===== src/rtl/btn_press_queue.sv =====
// btn_press_queue
//   Turns rising edges on debounced button levels into button-index events,
//   queues them in a small FIFO and hands them to the consumer over a
//   valid/ready handshake. Simultaneous presses are serialised lowest index
//   first. A press that cannot be recorded because the same button is still
//   waiting to be queued sets a sticky overflow flag.
//
// Ports
//   clk       system clock, rising edge
//   rst       synchronous active-high reset, highest priority
//   btn_lvl   debounced button levels, synchronous to clk
//   ev_valid  head-of-queue event is valid
//   ev_idx    button index of the head event (0 while the queue is empty)
//   ev_ready  consumer takes the head event this cycle
//   ev_count  number of queued events, 0..DEPTH
//   overflow  sticky: at least one press was lost
//   clr_ovf   clears overflow (a simultaneous lost press wins)
module btn_press_queue #(
    parameter int NUM_BTN = 4,
    parameter int IDX_W   = 2,
    parameter int DEPTH   = 4,
    parameter int PTR_W   = 2
) (
    input  logic               clk,
    input  logic               rst,
    input  logic [NUM_BTN-1:0] btn_lvl,
    output logic               ev_valid,
    output logic [IDX_W-1:0]   ev_idx,
    input  logic               ev_ready,
    output logic [PTR_W:0]     ev_count,
    output logic               overflow,
    input  logic               clr_ovf
);

    logic [NUM_BTN-1:0] prev_lvl_q;
    logic [NUM_BTN-1:0] pend_q, pend_d;
    logic [NUM_BTN-1:0] rise;
    logic [NUM_BTN-1:0] grant;
    logic [NUM_BTN-1:0] grant_mask;
    logic [IDX_W-1:0]   grant_idx;

    logic [PTR_W-1:0]   wptr_q, rptr_q;
    logic [PTR_W:0]     count_q, count_d;
    logic               overflow_q, overflow_d;
    logic [IDX_W-1:0]   mem_q [DEPTH];

    logic full, empty, push, pop, lost;

    assign rise = btn_lvl & ~prev_lvl_q;

    // x & -x isolates the lowest set bit.
    assign grant = pend_q & (~pend_q + NUM_BTN'(1));

    assign full  = (count_q == (PTR_W+1)'(DEPTH));
    assign empty = (count_q == '0);
    assign pop   = !empty && ev_ready;

    // A pop in the same cycle frees the slot, so a full queue can still accept.
    assign push       = (pend_q != '0) && (!full || pop);
    assign grant_mask = push ? grant : '0;

    // A press on a bit that is still pending (and not leaving this cycle)
    // merges with the older one and is therefore lost.
    assign lost = |(rise & pend_q & ~grant_mask);

    assign pend_d     = (pend_q & ~grant_mask) | rise;
    assign overflow_d = lost ? 1'b1 : (clr_ovf ? 1'b0 : overflow_q);
    assign count_d    = count_q + (PTR_W+1)'(push) - (PTR_W+1)'(pop);

    always_comb begin
        grant_idx = '0;
        for (int i = 0; i < NUM_BTN; i++) begin
            if (grant[i]) begin
                grant_idx = IDX_W'(i);
            end
        end
    end

    always_ff @(posedge clk) begin
        if (rst) begin
            // All ones so a button held through reset is not seen as a press.
            prev_lvl_q <= '1;
            pend_q     <= '0;
            wptr_q     <= '0;
            rptr_q     <= '0;
            count_q    <= '0;
            overflow_q <= 1'b0;
        end else begin
            prev_lvl_q <= btn_lvl;
            pend_q     <= pend_d;
            count_q    <= count_d;
            overflow_q <= overflow_d;
            if (push) begin
                wptr_q <= wptr_q + PTR_W'(1);
            end
            if (pop) begin
                rptr_q <= rptr_q + PTR_W'(1);
            end
        end
    end

    // Storage is deliberately left out of reset.
    always_ff @(posedge clk) begin
        if (!rst && push) begin
            mem_q[wptr_q] <= grant_idx;
        end
    end

    assign ev_valid = !empty;
    assign ev_idx   = empty ? '0 : mem_q[rptr_q];
    assign ev_count = count_q;
    assign overflow = overflow_q;

endmodule


===== config.mk =====
export PLATFORM = sky130hd
export DESIGN_NAME = btn_press_queue
export DESIGN_NICKNAME = d
export VERILOG_FILES = /design/src/rtl/btn_press_queue.sv
export SDC_FILE = /design/constraint.sdc
export NUM_CORES = 1
export LEC_CHECK = 0
export CORE_ASPECT_RATIO = 0.75
export CORE_MARGIN = 1
export CORE_UTILIZATION = 30
export DETAILED_ROUTE_END_ITERATION = 8
export GPL_ROUTABILITY_DRIVEN = 0
export PLACE_DENSITY = 0.47
export SYNTH_ARGS = -nofsm -noshare
export SYNTH_HDL_FRONTEND = slang
export SYNTH_SLANG_ARGS = --single-unit

===== constraint.sdc =====
create_clock -name clk -period 2.8 [get_ports clk]
set_input_delay 0.28 -clock clk [delete_from_list [all_inputs] [get_ports clk]]
set_output_delay 0.28 -clock clk [all_outputs]
set_load 0.05 [all_outputs]

After elaboration in Yosys (flattened, before gate mapping)
Memories as Yosys holds them, arrays and structs flattened. A register that Yosys moved wholly into a read port is not among the register bits. Cells that the tools add are included.

Mux-type cells: 11. Equal/unequal tests: 1. Bitwise gates (word level): 9. Add/subtract/negate cells: 5. Reductions and logical operators: 11.

Operators by type and width (count): 4-bit AND (5); 4-bit NOT (3); 2-bit two-way mux (5); 1-bit two-way mux (5); 2-bit by 1-bit adder with 2-bit output (second input constant) (2); 4-bit by 1-bit adder with 4-bit output (second input constant) (1); 4-bit two-way mux (1); 4-bit bitwise OR (1); 4-bit nonzero test (1); 4-bit OR reduction (1); 3-bit by 1-bit adder with 3-bit output (1); 3-bit equality test (second input constant) (1); 1-bit logical AND (3); 1-bit logical NOT (3); 3-bit logical NOT (1); 3-bit by 1-bit subtractor with 3-bit output (1); 2-bit nonzero test (1); 1-bit logical OR (1).

RAM bits: 8. Register bits: 16. Output and inout port bits: 7. Memories kept: 1.

Memories: mem_q (depth 4, width 2, rd ports 1, clocked after memory_dff 1, write ports 1, RTL line 45) `logic [IDX_W-1:0] mem_q [DEPTH];`.

Depth between registers and ports, before layout
Depth in word-level cells: 10. Depth in mapped cells: 10. Depth with buffers taken out: 10.

Worst setup path before layout
Ideal clock, no wire load.

Kind: register to register. Start: register count_q[1], in the netlist ev_count[1]. End: register count_q[2], in the netlist ev_count[2]. Cell stages (with the launch flop): 11. Library setup time: 0.129 ns. Path buffers: 0. Data arrival time: 2.490 ns. Slack: 0.181 ns. Cells stage by stage: dfxtp_1 -> or3_4 -> and2_1 -> ha_1 -> inv_1 -> ha_1 -> inv_1 -> fa_1 -> xor2_1 -> xnor2_1 -> nor2_1.

Word-level cells in the longest chain between the ends: 7.

Ends and longest elaborated chain: from (decl) (RTL line 43) `logic [PTR_W:0] count_q, count_d;`; from (signal assigned) (RTL line 91) `count_q <= count_d;`; 3-bit logical NOT (*) (RTL line 55) `assign empty = (count_q == '0);`; 1-bit logical NOT (*); net ev_valid (RTL line 27) `output logic ev_valid,`; 1-bit logical AND (*) (RTL line 56) `assign pop = !empty && ev_ready;`; net pop (RTL line 47) `logic full, empty, push, pop, lost;`; 1-bit logical OR (RTL line 59) `assign push = (pend_q != '0) && (!full || pop);`; 1-bit logical AND (RTL line 59); 3-bit by 1-bit adder with 3-bit output (RTL line 68) `assign count_d = count_q + (PTR_W+1)'(push) - (PTR_W+1)'(pop);`; 3-bit by 1-bit subtractor with 3-bit output (*) (RTL line 68).

The timed path passes the listed nets; every way through them passes the cells marked *. A chain may end at the register's enable or synchronous reset.

Final worst setup path
Start: register count_q[1], in the netlist ev_count[1]. End: register count_q[2], in the netlist ev_count[2].

Word-level cells in the longest chain between the ends: 7.

Ends and longest elaborated chain (RTL line): 3-bit logical NOT (*) (55); 1-bit logical NOT (*) (56); 1-bit logical AND (*) (56); net pop (47); 1-bit logical OR (59); 1-bit logical AND (59); 3-bit by 1-bit adder with 3-bit output (68); 3-bit by 1-bit subtractor with 3-bit output (*) (68).

Marks and branches as above.

==> flow_metrics.env <==
export IMPL_post_route_cells_drive_above_1_share_pct=14.3
export IMPL_antenna_cells=0
export IMPL_achievable_frequency_mhz=424
export IMPL_synthTopCellsByArea="sky130_fd_sc_hd__dfxtp_1 (32%), sky130_fd_sc_hd__edfxtp_1 (22%), sky130_fd_sc_hd__ha_1 (6.7%)"
export IMPL_synth_seq_cells=26
export IMPL_clk_pin_slew_ps=90
export IMPL_grt_pass1_wl_um=3220
export IMPL_hold_path_start="pend_q[2]"
export IMPL_coreArea_um2=3420
export IMPL_reg2reg_from="ev_count[1]"
export IMPL_worstHoldPathType="register to register"
export IMPL_fp_row_count=18
export IMPL_hold_end="pend_q[2]"
export IMPL_tritoncts="yes"
export IMPL_power_total_mw=1.28
export IMPL_timing_final_setup_violations=0
export IMPL_fp_dieH_um=54.9
export IMPL_criticalPathCategory="register to register"
export IMPL_clock_tree_root_cell="sky130_fd_sc_hd__clkbuf_8"
export IMPL_worst_clock_skew_ps=7.60
export IMPL_maxSlewViolCount=0
export IMPL_pin_count=15
export IMPL_clkSinkCount=26
export IMPL_worst_slew_pin_transition_ps=498
export IMPL_detail_route_vias_per_cell=4.27
export IMPL_initial_utilization_pct=32.6
export IMPL_timing_critical_path_fanout_max=6
export IMPL_die_area_um2=3970
export IMPL_async_flop_share_pct=0
export IMPL_cts_buffers=3
export IMPL_cp_end_kind="register"
export IMPL_netlist_area_um2=1120
export IMPL_layout_worst_path_cycle_share_pct=84.3
export IMPL_layout_nets=135
export IMPL_netlist_area_leader_share_pct=32.3
export IMPL_crit_reg2reg_capture="ev_count[2]"
export IMPL_drt_total_wl_um=1880
export IMPL_synthDominantAreaCellType="sky130_fd_sc_hd__dfxtp_1"
export IMPL_layout_cells_non_filler=169
export IMPL_synth_fp_nets=115
export IMPL_num_fill_cells=347
export IMPL_postCtsHoldBufs=0
export IMPL_layout_commonest_cell="sky130_fd_sc_hd__dfxtp_1"
export IMPL_seq_area_frac_synth_pct=53.8
export IMPL_switching_share_pct=34.6
export IMPL_post_cts_setup_repair_bufs=0
export IMPL_drt_wirelength_per_cell_um=11.1
export IMPL_routed_via_count=722
export IMPL_ff2ff_path_depth=10
export IMPL_final_period_minus_worst_setup_slack_ps=2360
export IMPL_flop_to_flop_setup_slack_ps=440
export IMPL_global_route_overflow_total=0
export IMPL_combPwrFrac_pct=38.2
export IMPL_post_cts_resized_instances=0
export IMPL_drtAntennaViolNets=0
export IMPL_min_path_cells=2
export IMPL_startpoint_type="register"
export IMPL_clk_insertion_delay_late_ps=270
export IMPL_avgSynthCellArea_um2=11.2
export IMPL_chipWidth_um=72.5
export IMPL_antenna_found_initial=0
export IMPL_yosysWarnings=0
export IMPL_synthToLayoutAreaGrowth_pct=25.9
export IMPL_edff_count_synth=8
export IMPL_h_tree_depth=1
export IMPL_hold_violations=0
export IMPL_most_common_layout_cells="sky130_fd_sc_hd__dfxtp_1 (18), sky130_fd_sc_hd__clkdlybuf4s50_1 (14), sky130_fd_sc_hd__nor2_1 (11)"
export IMPL_max_slew_margin_rel_pct=66.7
export IMPL_critical_path_arrival_ps=2530
export IMPL_detailedRoute_firstPassIterationCount=4
export IMPL_synthFlopType="sky130_fd_sc_hd__dfxtp_1"
export IMPL_clkPwrFrac_pct=24.1
export IMPL_netlist_cell_type_count=29
export IMPL_dpl_hpwl_um=1450
export IMPL_p_per_area_nw_per_um2=911
export IMPL_ctsLongestPathBuffers=2
export IMPL_leakage_power_total_nw=0.521
export IMPL_synth_cells=100
export IMPL_power_switching_mw=0.443
export IMPL_route_detailed_drc=0
export IMPL_sequential_power_share_pct=37.7
export IMPL_port_buffers=14
export IMPL_grt_pass1_vias=692
export IMPL_initialDrtViolationCount=32
export IMPL_finish_instance_area_um2=1410
export IMPL_placed_cell_area_um2=1340
export IMPL_grt_start_max_net_pins=18
export IMPL_intPower_mw=0.838
export IMPL_vdd_ir_drop_max_v=0.000358
export IMPL_grt_setup_unrepaired="false"
export IMPL_status="finished clean"
export IMPL_finalSetupTns_ps=0
export IMPL_grtUsageTotal_pct=11.0
export IMPL_dp_cells=165
export IMPL_cap_violations=0
export IMPL_crit_required_ps=2970
==> layer usage <==
metal | wire length [um] | vias up | global-route usage [%] | share of wire, %
li1 | - | 373 | - | -
met1 | 1000 | 336 | 14.8 | 53
met2 | 801 | 13 | 17.9 | 43
met3 | 74 | 0 | 3.31 | 3.9
met4 | 0 | 0 | 1.96 | 0
met5 | 0 | - | 0 | 0
==> metrics by stage <==
step	worst slack (ps)	hold slack, ps	util, %
finish	440	497	41.1
global route	236	528	41.1
CTS	403	500	41.1
detailed placement	113	486	39.0
global placement	267	480	39.0
floorplan	181	384	-
==> power groups by stage <==
stage                     registers (mW)  clock network (mW)  logic (mW)
final                              0.483               0.309       0.489
after global routing               0.492               0.329       0.536
after CTS                          0.484               0.317       0.496
after detailed placement           0.493                   0       0.495
after global placement             0.491                   0       0.485
after floorplan                    0.545                   0       0.294
==> state kept, by name, indices dropped and copies added (netlist names), named ones only <==
name and cells:
mem_q 8, pend_q 4, prev_lvl_q 4, ev_count 3
rptr_q 2, wptr_q 2, overflow 1
==> logic make-up (layout without fill, tap and decap cells) <==
logic type | Yosys count | in the layout | synth area share [%]
buffers and inverters | 9 | 28 | 3.02
adders and majority gates | 7 | 7 | 8.51
xor gates and xnor gates | 5 | 5 | 3.92
AOI/OAI and AO/OA | 15 | 15 | 8.06
and+or+nand+nor | 35 | 35 | 17.8
DFF | 26 | 26 | 53.8
muxes | 3 | 3 | 4.93
==> cell usage after synthesis, types with 3 or more instances <==
master and number:
sky130_fd_sc_hd__nand2_1 3, sky130_fd_sc_hd__inv_1 7, sky130_fd_sc_hd__ha_1 6, sky130_fd_sc_hd__or2_2 4, sky130_fd_sc_hd__dfxtp_1 18, sky130_fd_sc_hd__xnor2_1 3, sky130_fd_sc_hd__nor2_1 11, sky130_fd_sc_hd__nand2b_1 4
sky130_fd_sc_hd__and2_1 7, sky130_fd_sc_hd__a21oi_1 6, sky130_fd_sc_hd__edfxtp_1 8
==> worst max-delay path, cell delays in order, from the launching register on <==
cell and delay, ps:
sky130_fd_sc_hd__dfxtp_1 400, sky130_fd_sc_hd__or3_4 440, sky130_fd_sc_hd__and2_1 190, sky130_fd_sc_hd__ha_1 270
sky130_fd_sc_hd__inv_1 50, sky130_fd_sc_hd__ha_1 120, sky130_fd_sc_hd__inv_1 50, sky130_fd_sc_hd__fa_1 380
sky130_fd_sc_hd__xor2_1 170, sky130_fd_sc_hd__xnor2_1 130, sky130_fd_sc_hd__nor2_1 50
==> cell type report <==
cell class              instances  area (um2)  area share, %
repair buffers                 17         163           11.6
well taps                      50        62.6           4.45
multi-input cells              65         483           34.3
clock buffers                   3        41.3           2.94
clock inverters                 1        30.0           2.14
inverters                       7        26.3           1.87
flip-flops and latches         26         601           42.7
==> how the worst max path moves through the flow <==
| stage | startpoint | endpoint | cells past startpoint | slack, ps |
|---|---|---|---|---|
| finish | ev_count[1] | ev_count[2] | 10 | 440 |
| global route | ev_ready | ev_count[2] | 11 | 240 |
| CTS | ev_ready | ev_count[2] | 11 | 400 |
| detailed placement | ev_ready | ev_count[2] | 11 | 110 |
| global placement | ev_ready | ev_count[2] | 11 | 270 |
| floorplan | ev_count[1] | ev_count[2] | 10 | 180 |
Note: power is estimated with default switching activity, not from simulation.
==> variant 1 (same flow settings) <==
Change the parameter `PTR_W` from 2 to 3.
--- a/src/rtl/btn_press_queue.sv
+++ b/src/rtl/btn_press_queue.sv
@@ -19,7 +19,7 @@
     parameter int NUM_BTN = 4,
     parameter int IDX_W   = 2,
     parameter int DEPTH   = 4,
-    parameter int PTR_W   = 2
+    parameter int PTR_W   = 3
 ) (
     input  logic               clk,
     input  logic               rst,
Interface: changed (resized ev_count); port bits go from 15 to 16. No check against the original RTL was run, so the function may have changed too.
==> variant 1 against the unedited design <==
  * Final area grew 9.8%
  * Wire length grew 24%
  * Total power grew 12%
  * Core utilization shrank 3.5 points
  * Area after synthesis grew 17%
  * Setup slack lost 0.12 ns
  * Sequential share of layout area shrank 2.5 points
  * Sequential cell count grew 1
==> variant 1: results (changes against the unedited design) <==
| Metric | Value |
|---|---|
| Seq_cells | 27 (+3.8%) |
| Multi-input gate area | 611 um^2 (+26%) |
| Post-synthesis compound-gate area fraction | 11.0% (+3.0 points) |
| Crit path to | ev_idx[0] |
| Synthesized Nets | 139 (+21%) |
| Met2 Use GR | 17.7% (-0.24 points) |
| Register area share after synthesis | 47.6% (-6.1 points) |
| Leakage Power | 0.585 nW (+12%) |
| Share of layout cells above drive strength 1 | 12.6% (-1.7 points) |
| Unique masters post-synth | 38 (+31%) |
| Signal buffers | 16 (-1) |
| Post-Synth Adder-Cell Area | 10.2% (+1.7 points) |
| Arrival time worst endpoint | 2.20 ns (-0.33 ns) |
| Clock-cell share | 3.16% (-1.9 points) |
| Max_slew headroom | 66.2% (-0.43 points) |
| Met1 Resource Use GR | 16.8% (+2.0 points) |
| Port Buffer Count | 15 (+1) |
| Post-Synth XOR/XNOR Area | 3.36% (-0.56 points) |
| Fin Clk Skew | 0.00436 ns (-0.00323 ns) |
| Largest cells by area after synthesis | dfxtp_1, edfxtp_1, ha_1 |
| Status | completed |
| DP Area | 1500 um^2 (+12%) |
| Seq/total area | 40.2% (-2.5 points) |
| Comb_multi_in | 78 (+20%) |
| Vias in the first global route | 839 (+21%) |
| Hold_sp | prev_lvl_q[2]$_SDFF_PP1_ |
| Most frequent cells after synthesis | dfxtp_1, nor2_1, inv_1 |
| Vias per inst | 4.50 (+5.3%) |
| R2R depth | 11 (+1) |
| First-pass GRT wire length | 4.20 mm (+30%) |
| Layout net count | 154 (+14%) |
| Clk. pwr | 0.229 mW (-26%) |
| Grt met3 use | 4.00% (+0.69 points) |
| Fillers | 431 (+24%) |
| Initial DRC Count | 25 (-22%) |
| Largest net degree at the start of global routing | 19 (+1) |
| Mux share of post-synthesis cell area | 3.46% (-1.5 points) |
| Worst reg-to-reg setup slack | 0.57 ns (+0.13 ns) |
variant 1: changes by cell type after synthesis, sizes merged, moves of 2 or more:
cell   unedited run  this run
o41ai             0         2
ha                6         9
and3              0         2
buf               0         4
nand2             3         5
inv               7        10
o21ai             4         2
a31oi             0         2
variant 1: critical path: stages, from the launching register on:
cell             delay [ns]
dfxtp_1                0.35
inv_1                  0.09
ha_1                   0.15
or3b_1                 0.46
and2_1                 0.18
clkdlybuf4s50_1        0.69
variant 1: metrics by stage:
step,hold WS (ns),std cells,util (%),power [mW],setup slack [ns]
2_1_floorplan,0.384,121,-,1.04,0.297
6_report,0.513,190,37.6,1.44,0.319
3_3_place_gp,0.488,186,36.4,1.21,0.537
3_5_place_dp,0.508,186,36.4,1.22,0.460
5_1_grt,0.546,190,37.6,1.54,0.170
4_1_cts,0.523,190,37.6,1.45,0.285
variant 1: layer usage:
metal | share of wire [%] | up-vias
li1 | - | 439
met1 | 55 | 399
met2 | 41 | 15
met3 | 4.2 | 2
met4 | 0.43 | 0
met5 | 0 | -
==> variant 2 (same flow settings) <==
Without the edit above. Reset style: asynchronous (`rst`), changed in one clocked block. Comments in the files are not updated.
--- a/src/rtl/btn_press_queue.sv
+++ b/src/rtl/btn_press_queue.sv
@@ -76,7 +76,7 @@
         end
     end
 
-    always_ff @(posedge clk) begin
+    always_ff @(posedge clk or posedge rst) begin
         if (rst) begin
             // All ones so a button held through reset is not seen as a press.
             prev_lvl_q <= '1;
Formal check against the unedited RTL: differs if rst is asserted again (counterexample within 4 cycles, from zero or initial values and one cycle with rst high); with rst held inactive, the same outputs for 10 cycles.
==> variant 2 against the unedited design <==
  * Wire length shrank 1.3%
  * Non-clock buffer count shrank 2
  * Total power grew 19%
  * Sequential cell count shrank 2
  * Clock skew shrank 0.0021 ns
  * Setup slack got worse by 0.0027 ns
  * Area after synthesis grew 0.22%
  * Maximum frequency fell by 0.11%
  * Final area decreased by 0.71%
==> variant 2: results (changes against the unedited design) <==
| Metric | Value |
|---|---|
| Vias in the first global route | 644 (-6.9%) |
| Setup WS post-layout | 0.438 ns (-0.00270 ns) |
| GRT Total Usage | 11.1% (+0.013 points) |
| CP peak stage delay | 0.69 ns (+0.25 ns) |
| Register area share after synthesis | 57.7% (+3.9 points) |
| Share of layout cells above drive strength 1 | 15.5% (+1.2 points) |
| Asr flop ratio synth | 66.7% (+67 points) |
| Largest cells by area after synthesis | dfrtp_1, edfxtp_1, dfstp_2 |
| Initial DRC Count | 18 (-44%) |
| Unique masters post-synth | 31 (+6.9%) |
| Largest net degree at the start of global routing | 17 (-1) |
| WHS | 0.432 ns (-0.0656 ns) |
| Most frequent cells after synthesis | dfrtp_1, inv_1, edfxtp_1 |
| DP Area | 1330 um^2 (-0.75%) |
| Mux share of post-synthesis cell area | 5.36% (+0.44 points) |
| Fin Clk Skew | 0.00551 ns (-0.00209 ns) |
| Routed WL | 1.86 mm (-1.3%) |
| Inst Count DP | 149 (-9.7%) |
| Setup WS pre-CTS | 0.515 ns (+0.401 ns) |
| Synth Instances | 85 (-15%) |
| Worst reg-to-reg setup slack | 0.64 ns (+0.20 ns) |
| Status | completed |
| Worst-path maximum fanout | 4 (-2) |
| Delay-heaviest family, CP | buffers and inverters |
| Fillers | 348 (+0.29%) |
| Post-Synth XOR/XNOR Area | 3.91% (-0.0088 points) |
| DR WL/cell | 12.1 um (+9.0%) |
| Synthesized Nets | 99 (-14%) |
| First-pass GRT wire length | 3.15 mm (-2.1%) |
| Layout net count | 118 (-13%) |
| Crit path to | ev_idx[1] |
| Arrival time worst endpoint | 2.08 ns (-0.45 ns) |
| Worst r2r src | ev_count[1]$_DFF_PP0_ |
| Leakage Power | 0.581 nW (+12%) |
| DP Wirelength | 1.49 mm (+2.6%) |
| Post-Synth Adder-Cell Area | 7.37% (-1.1 points) |
| Via count | 677 (-6.2%) |
| Crit path launch | rptr_q[0]$_DFFE_PP0P_ |
-- variant 2: cell types whose count changed after synthesis, moves of 4 or more --
cell      before  now
nor2_1        11    1
nand2b_1       4    0
dfrtp_1        0   12
dfxtp_1       18    0
inv_1          7   11
dfstp_2        0    4
-- variant 2: final cells by class --
cell class	instances	area (um^2)	area share, %
Tap cell	50	62.6	4.48
Timing Repair Buffer	15	148	10.6
Multi-Input combinational cell	49	428	30.6
Clock buffer	3	41.3	2.96
Inverter	11	41.3	2.96
Sequential cell	24	646	46.2
Clock inverter	1	30.0	2.15
-- variant 2: worst min-delay path by stage --
stage                                  from                      end  cells past startpoint
finish                                  rst      pend_q[0]$_DFF_PP0_                      2
global route                     btn_lvl[3]  prev_lvl_q[3]$_DFF_PP1_                      1
CTS                              btn_lvl[3]  prev_lvl_q[3]$_DFF_PP1_                      1
detailed placement    rptr_q[1]$_DFFE_PP0P_    rptr_q[1]$_DFFE_PP0P_                      1
global placement    prev_lvl_q[2]$_DFF_PP1_      pend_q[2]$_DFF_PP0_                      1
floorplan                               rst    ev_count[0]$_DFF_PP0_                      1
-- variant 2: routing by layer --
| metal | share of wire (%) | GRT usage, % | wire length [um] |
|---|---|---|---|
| met5 | 0 | 0 | 0 |
| met4 | 0.75 | 2.94 | 14 |
| met3 | 3.2 | 4.35 | 59 |
| met2 | 43 | 14.5 | 795 |
| met1 | 53 | 16.5 | 986 |
-- variant 2: where the power goes --
group	switching (mW)	internal (mW)
Sequential	0.0964	0.473
Combinational	0.371	0.291
Clock	0.105	0.191
-- variant 2: cell families after synthesis --
kind of cell	count (synthesis)
flip-flops	24
XOR/XNOR	5
buffers and inverters	12
AND/OR/NAND/NOR	21
AO/OA/AOI/OAI	14
adder cells (fa/ha/maj)	6
multiplexers	3
